<file path="config.mk">
export PLATFORM = sky130hd
export DESIGN_NAME = rv_icache_direct
export DESIGN_NICKNAME = d
export VERILOG_FILES = /design/src/rtl/rv_icache_direct.sv
export SDC_FILE = /design/constraint.sdc
export NUM_CORES = 1
export LEC_CHECK = 0
export CAP_MARGIN = 20
export CORE_ASPECT_RATIO = 1.4
export CORE_MARGIN = 5
export CORE_UTILIZATION = 43
export DETAILED_ROUTE_END_ITERATION = 12
export PLACE_DENSITY_LB_ADDON = 0.3
export SYNTH_ARGS = -nofsm -noshare
export SYNTH_HDL_FRONTEND = slang
export SYNTH_SLANG_ARGS = --single-unit
export TNS_END_PERCENT = 5
</file>
<file path="constraint.sdc">
create_clock -name clk -period 18.2 [get_ports clk]
set_input_delay 4.55 -clock clk [delete_from_list [all_inputs] [get_ports clk]]
set_output_delay 4.55 -clock clk [all_outputs]
set_load 0.01 [all_outputs]
</file>
<file path="src/rtl/rv_icache_direct.sv">
// Read-only direct-mapped instruction cache: combinational hit path, single
// outstanding 128-bit block refill on a miss.
module rv_icache_direct #(
    parameter int NUM_BLOCKS = 8
) (
    input  logic         clk,
    input  logic         rst_n,
    input  logic         proc_read,
    input  logic         proc_write,
    input  logic [29:0]  proc_addr,
    input  logic [31:0]  proc_wdata,
    output logic         proc_stall,
    output logic [31:0]  proc_rdata,
    output logic         mem_read,
    output logic         mem_write,
    output logic [27:0]  mem_addr,
    output logic [127:0] mem_wdata,
    input  logic         mem_ready,
    input  logic [127:0] mem_rdata
);

    localparam int INDEX_W = $clog2(NUM_BLOCKS);
    localparam int TAG_W   = 28 - INDEX_W;

    typedef enum logic {
        IDLE,
        REFILL
    } state_t;

    state_t                 state_reg;
    logic [NUM_BLOCKS-1:0]  valid_reg;
    logic [TAG_W-1:0]       tag_mem  [NUM_BLOCKS];
    logic [127:0]           data_mem [NUM_BLOCKS];
    logic [27:0]            miss_addr_reg;
    logic                   mem_read_reg;

    logic [INDEX_W-1:0]     idx;
    logic [TAG_W-1:0]       addr_tag;
    logic [INDEX_W-1:0]     miss_idx;
    logic [TAG_W-1:0]       miss_tag;
    logic [127:0]           line;
    logic [31:0]            line_words [4];
    logic                   hit;

    // The core has no write path into this cache; these inputs are accepted and dropped.
    logic unused_inputs;
    assign unused_inputs = ^{proc_write, proc_wdata};

    assign idx      = proc_addr[2 +: INDEX_W];
    assign addr_tag = proc_addr[29 -: TAG_W];
    assign miss_idx = miss_addr_reg[INDEX_W-1:0];
    assign miss_tag = miss_addr_reg[27 -: TAG_W];

    assign line = data_mem[idx];

    generate
        for (genvar gi = 0; gi < 4; gi++) begin : g_word
            assign line_words[gi] = line[32*gi +: 32];
        end
    endgenerate

    assign hit        = proc_read & valid_reg[idx] & (tag_mem[idx] == addr_tag);
    assign proc_rdata = line_words[proc_addr[1:0]];
    assign proc_stall = proc_read & ~((state_reg == IDLE) & hit);

    assign mem_read  = mem_read_reg;
    assign mem_addr  = miss_addr_reg;
    assign mem_write = 1'b0;
    assign mem_wdata = '0;

    always_ff @(posedge clk) begin
        if (!rst_n) begin
            state_reg     <= IDLE;
            mem_read_reg  <= 1'b0;
            valid_reg     <= '0;
            miss_addr_reg <= '0;
        end else begin
            case (state_reg)
                IDLE: begin
                    if (proc_read && !hit) begin
                        miss_addr_reg <= proc_addr[29:2];
                        mem_read_reg  <= 1'b1;
                        state_reg     <= REFILL;
                    end
                end
                REFILL: begin
                    if (mem_ready) begin
                        valid_reg[miss_idx] <= 1'b1;
                        mem_read_reg        <= 1'b0;
                        state_reg           <= IDLE;
                    end
                end
                default: begin
                    state_reg    <= IDLE;
                    mem_read_reg <= 1'b0;
                end
            endcase
        end
    end

    // Tag/data arrays carry no reset; the fill is gated by rst_n so a reset
    // landing on the mem_ready edge leaves them untouched.
    always_ff @(posedge clk) begin
        if (rst_n && state_reg == REFILL && mem_ready) begin
            data_mem[miss_idx] <= mem_rdata;
            tag_mem[miss_idx]  <= miss_tag;
        end
    end

endmodule

</file>
==> summary.md, run 1 <==
| Metric | Value |
|---|---|
| Core footprint | between 100000 and 150000 µm² |
| Ranking of synthesized cells by area | edfxtp_1, mux4_2, buf_4 |
| Post-DR wirelength/cell | between 20 and 30 µm |
| Non-filler instance count after layout | 3958 |
| #FFs+latches synth | 1262 |
| Storage element area | ~38000 µm² |
| Crit path capture type | primary output |
| Synth Area in Compound Gates | 0.490% |
| Fillers | around 9000 |
| Clk_skew | slightly below 0.04 ns |
| Clk buf depth | 3 |
| Area of the multi-input gates | ~11000 µm² |
| Detailed placement HPWL | slightly below 60000 µm |
| Worst R2R End | data_mem[2][116]$_DFFE_PP_ |
| Synth warn | 0 |
| Site Rows | 146 |
| Final worst path period share | between 70% and 80% |
| Yosys top cell area share | roughly three quarters |
| Internal reg-to-reg setup slack | 14.44 ns |
| Die W | 295 µm |
| Library cells used by synthesis | 40 |
| Top reg by flops | data_mem |
| Critical path required time | 13.65 ns |
| Average cell area after synthesis | 23.3 µm² |
| Most instantiated cells after synthesis | edfxtp_1, mux4_2, buf_4 |
| Slew @ Worst Pin | around 1.1 ns |
| Top_reg_cell synth | edfxtp_1 |
| Post-synthesis mux area share | roughly a fifth |
| Clk_lat worst skew | roughly 0.7 ns |
| Post-synthesis cell count | 2107 |
| Via density | approximately 5.4 |
| Pin count of the biggest net entering global routing | between 150 and 200 |
| Min-Delay Path Depth | 1 |
| Finish-stage setup viols | 0 |
| Synth Area in XOR/XNOR | 0.357% |
| Fin crit period | 13.18 ns |
| Antenna violations before repair | 21 |
| Hold EP | valid_reg[7]$_SDFFE_PN0P_ |
| Cell Pwr Density | 105 nW/µm² |
| Count leader, synth | edfxtp_1 |
| Post-route ant nets | 0 |
| Status | finished clean |
| R2R cell count | 4 |
| CP startpoint kind | input pin |
| First-pass GRT wire length | between 150000 and 200000 µm |
| Max frequency | approximately 76 MHz |
| I/O pin count | 386 |
| Final Cell Area | 56300 µm² |
| Clk slew on worst S/H paths | 0.06 ns |
| Placer congestion estimate | ~0.74 |
| CTS Hold Bufs | 0 |
| Largest family of logic cells by synthesized area | multiplexers |
| Max Slew Vio Count | 0 |
| Final wirelength | between 100000 and 150000 µm |
| Drt pass-1 iters | 5 |
| Drt first-iter violations | 1394 |
| Sink Count | between 1000 and 1500 |
| Number of global-route vias before repair | 23030 |
| Slew margin rel. | between 20% and 30% |
| Worst-path fanout max | between 60 and 70 |
| Via count | around 22000 |
| Die area | roughly 120000 µm² |
| Simple-gate portion of the synthesized area | less than 1% |
| Hold Crit Start | valid_reg[7]$_SDFFE_PN0P_ |
| RSZ-0062 raised after global routing | false |
| Synth Area in Adders | 0% |
| Total global-route track usage | between 10% and 20% |
| PortBufs | 223 |
| Initial Util | between 40% and 50% |
| Num CTS Buffers | roughly 120 |
| Area grow syn2layout | 14.8% |
| Post-synth top area cell | edfxtp_1 |
| Root Buffer | clkbuf_16 |
| Placed insts | about 3700 |
| Largest vdd supply drop | roughly 0.092 mV |
| DIE HEIGHT | roughly 400 µm |
| Sequential-to-total area share from yosys stat | about three quarters |
| DR DRC count | 0 |
| Fin. Hold Viols | 0 |
| Ys async rst share | 0% |
| Nets@finish | roughly 2600 |
| Post-CTS Setup Inserts | 0 |
| Max FFs per register | 1024 |
| Leak | around 0.018 µW |
| Critical path type | in2out |
| RR Startpoint | state_reg$_SDFF_PN0_ |
| Placement-stage cell area | around 53000 µm² |
| Post-synth EDFFs | 1224 |
| GRT overflow | 0 |
| Share of layout cells above drive strength 1 | ~25% |
| Hold Crit Class | reg2reg |
| Max-cap violations | 0 |
| Fin util | approximately 50% |
| Setup TNS Final | 0 ns |
| Mapped cell area | 49000 µm² |
| Resized cells post-CTS | 0 |
| Hold WS | approximately 0.45 ns |
| H-tree depth | 3 |
| CTS tree | yes |
| Worst EP arrival | 8.63 ns |
-- worst max-delay path by stage --
stage / slack, ns / end / cells after the start / startpoint
after floorplan: 2.24 / data_mem[0][0]$_DFFE_PP_ / 2 / rst_n
after global placement: 4.82 / proc_stall / 10 / proc_addr[4]
after detailed placement: 4.92 / proc_stall / 10 / proc_addr[4]
after CTS: 4.90 / proc_stall / 10 / proc_addr[4]
after global routing: 4.65 / proc_stall / 10 / proc_addr[4]
final: 5.02 / proc_stall / 10 / proc_addr[4]
-- layout by cell type, fill, tap and decap left out, types with 4 or more instances in the layout --
cell type and n:
clkinv_1 19, edfxtp_1 1224, clkbuf_8 8, buf_4 25
clkbuf_1 18, nand4_1 6, mux4_2 358, bufinv_16 8
buf_12 7, clkinvlp_4 5, dfxtp_1 38, mux2_2 35
clkbuf_16 117, clkdlybuf4s50_1 217, a21o_1 8, nand2_1 59
nor2_1 4, nor2_4 6, clkinv_2 31, diode_2 7
mux2i_1 73, a22oi_1 6, xor2_1 19, conb_1 129
-- power breakdown --
part / switching (µW) / internal (µW)
Combinational: 172 / 160
Sequential: 12.8 / 3200
Clock: 1040 / 1320
Total: 1220 / 4690
-- critical path, cell delays in order --
cell and delay, ns:
clkbuf_8 0.62, buf_4 0.67, buf_4 0.76, mux4_2 0.40, mux2i_1 0.23, xor2_1 0.18
nand4_1 0.12, nor4_2 0.33, a41oi_1 0.17, clkdlybuf4s50_1 0.52
-- cells by family after synthesis --
logic type | after synthesis
other | 1
xor gates and xnor gates | 20
muxes | 468
AOI/OAI and AO/OA | 32
and+or+nand+nor | 92
buffers and inverters | 232
DFF | 1262
-- through the flow --
| stage | total power [µW] | setup WS (ns) |
|---|---|---|
| after floorplan | 3490 | 2.24 |
| final | 5910 | 5.02 |
| after detailed placement | 3620 | 4.92 |
| after global placement | 3610 | 4.82 |
| after global routing | 6120 | 4.65 |
| after CTS | 5990 | 4.90 |
-- layout make-up --
| class | count | share of cell area, % |
|---|---|---|
| Sequential cell | 1262 | 66.7 |
| Multi-Input combinational cell | 741 | 18.8 |
| Clock buffer | 142 | 5.49 |
| Timing Repair Buffer | 254 | 4.54 |
| Tap cell | 1480 | 3.29 |
| Clock inverter | 70 | 1.15 |
| Antenna cell | 7 | 0.0311 |
| Inverter | 2 | 0.0133 |
-- routing by layer --
layer / vias to the layer above / GRT usage [%] / wire [µm]
li1: 9163 / - / -
met1: 11553 / 21.9 / 41100
met4: 8 / 5.15 / 2590
met2: 692 / 30.8 / 55700
met3: 155 / 3.27 / 6220
met5: - / 0 / 68
Power figures use the tool's default switching activity.
==> run 2, diff against run 1 <==
Clock period 18.2 ns to 10.8 ns, I/O delays scaled along.
==> run 2 against run 1 <==
First-iteration DRC count grew 15%. Routed wire length increased by 1.2%. Design area increased by 0.73%. Register-to-register slack worse by 6.9 ns. Hold slack hardly changed. Worst setup slack worse by 3.1 ns. Combinational power is 69% higher. Critical path depth decreased by 3. Critical path type unchanged. Critical endpoint is now proc_rdata[16]. Largest power group unchanged.
==> summary.md, run 2 (synthesis gave the netlist of run 1 again) <==
| Metric | Value |
|---|---|
| Status | finished clean |
| Max FFs per register | roughly 1000 |
| First-pass GRT wire length | around 160000 µm |
| Post-DR wirelength/cell | around 27 µm |
| Clk slew on worst S/H paths | about 0.06 ns |
| DIE HEIGHT | 410 µm |
| Initial Util | a little over two fifths |
| Max-cap violations | 0 |
| Worst R2R End | data_mem[0][43]$_DFFE_PP_ |
| Num CTS Buffers | 118 |
| RSZ-0062 raised after global routing | false |
| Clk buf depth | 3 |
| Area grow syn2layout | 15.6% |
| CTS Hold Bufs | 0 |
| Post-route ant nets | 0 |
| Hold EP | valid_reg[2]$_SDFFE_PN0P_ |
| Worst EP arrival | between 6 and 7 ns |
| Top reg by flops | data_mem |
| Hold Crit Class | reg2reg |
| CTS tree | yes |
| Storage element area | approximately 38000 µm² |
| Finish-stage setup viols | 0 |
| Leak | roughly 0.018 µW |
| Min-Delay Path Depth | 1 |
| Crit path capture type | primary output |
| Core footprint | roughly 110000 µm² |
| Total power | 10200 µW |
| CP startpoint kind | input pin |
| Fin. Hold Viols | 0 |
| Largest vdd supply drop | roughly 0.14 mV |
| Slowest cell on crit path | mux4_2 |
| Sink Count | approximately 1300 |
| Fin crit period | between 8 and 9 ns |
| Drt first-iter violations | between 1500 and 2000 |
| Via density | around 5.4 |
| RR Startpoint | state_reg$_SDFF_PN0_ |
| Internal reg-to-reg setup slack | between 7 and 8 ns |
| Clk_skew | between 0.04 and 0.05 ns |
| Antenna violations before repair | 27 |
| Die area | around 120000 µm² |
| Max Slew Vio Count | 0 |
| Site Rows | roughly 150 |
| CP top delay family | buffers and inverters |
| CP Cell Sequence | buf_8, buf_12, buf_4, mux4_2, mux4_2, mux2_2, clkdlybuf4s50_1 |
| H-tree depth | 3 |
| Drt pass-1 iters | 5 |
| GRT overflow | 0 |
| Worst path bufs/invs | 4 |
| Commonest non-fill, non-tap cell in the layout | edfxtp_1 |
| Resized cells post-CTS | 0 |
| Number of global-route vias before repair | around 24000 |
| Root Buffer | clkbuf_16 |
| Via count | 21661 |
| Total global-route track usage | between 15 and 20% |
| Setup TNS Final | 0 ns |
| Critical Path Max Stage Delay | about 0.56 ns |
| PortBufs | approximately 220 |
| Fillers | slightly below 9000 |
| Nets@finish | ~2600 |
| Most frequent cells in the layout | edfxtp_1, mux4_2, clkdlybuf4s50_1 |
| Cell Pwr Density | between 150 and 200 nW/µm² |
| I/O pin count | about 390 |
| Pin count of the biggest net entering global routing | approximately 120 |
| Final wirelength | 107000 µm |
| Area of the multi-input gates | 10600 µm² |
| Slew @ Worst Pin | approximately 0.96 ns |
| Worst-path fanout max | between 60 and 70 |
| Cell repeated most along the worst path | mux4_2 |
| Placer congestion estimate | 0.724 |
| Final worst path period share | a little over 80% |
| R2R cell count | 4 |
| Critical path type | in2out |
| DR DRC count | 0 |
| Max frequency | between 100 and 150 MHz |
| Detailed placement HPWL | between 60000 and 70000 µm |
| Slew margin rel. | a little over a third |
| Critical path required time | a little over 8 ns |
| Die W | around 300 µm |
| Hold Crit Start | valid_reg[2]$_SDFFE_PN0P_ |
| Post-CTS Setup Inserts | 0 |
| Clk_lat worst skew | between 0.7 and 0.8 ns |
| Share of layout cells above drive strength 1 | 25.3% |
-- run 2: worst max path at each step --
stage                       from                  endpoint  slack [ns]  cells after the start
floorplan                  rst_n  data_mem[1][0]$_DFFE_PP_       -3.30                      2
global placement    proc_addr[2]                proc_stall        1.88                      9
detailed placement  proc_addr[2]                proc_stall        1.87                      9
CTS                 proc_addr[2]                proc_stall        1.86                      9
global route        proc_addr[2]                proc_stall        1.67                      9
finish              proc_addr[2]            proc_rdata[16]        1.96                      7
-- run 2: final cells by class --
type                    instances  share of cell area [%]
diodes                         11                  0.0486
clock buffers                 146                    5.48
clock inverters                78                    1.62
inverters                       2                  0.0132
multi-input cells             741                    18.7
flip-flops and latches       1262                    66.2
well taps                    1480                    3.27
repair buffers                262                    4.70
-- run 2: metrics by stage --
stage | hold WS, ns | util, % | std cells | setup WS [ns] | instance area (µm²)
after floorplan | 0.421 | - | 2235 | -3.30 | 49500
after global placement | 0.427 | 46.5 | 3747 | 1.88 | 52600
after detailed placement | 0.436 | 46.5 | 3747 | 1.87 | 52600
after CTS | 0.452 | 50.0 | 3971 | 1.86 | 56700
after global routing | 0.470 | 50.0 | 3971 | 1.67 | 56700
final | 0.453 | 50.1 | 3982 | 1.96 | 56700
-- run 2: layer usage --
layer  track usage, %  share of wire, %
met3             3.90               6.3
met1             21.6                38
met2             31.6                53
met5                0              0.12
met4             5.55               2.7
-- run 2: worst reg2reg max path: stages (launching register included) --
cell	delay, ns
dfxtp_1	0.49
nand4b_1	0.47
nor3_4	0.32
buf_12	0.61
buf_4	0.89
-- run 2: where the power goes --
| group | switching (µW) | internal (µW) |
|---|---|---|
| logic | 291 | 271 |
| clock network | 1800 | 2440 |
| registers | 21.7 | 5400 |
| total | 2110 | 8110 |
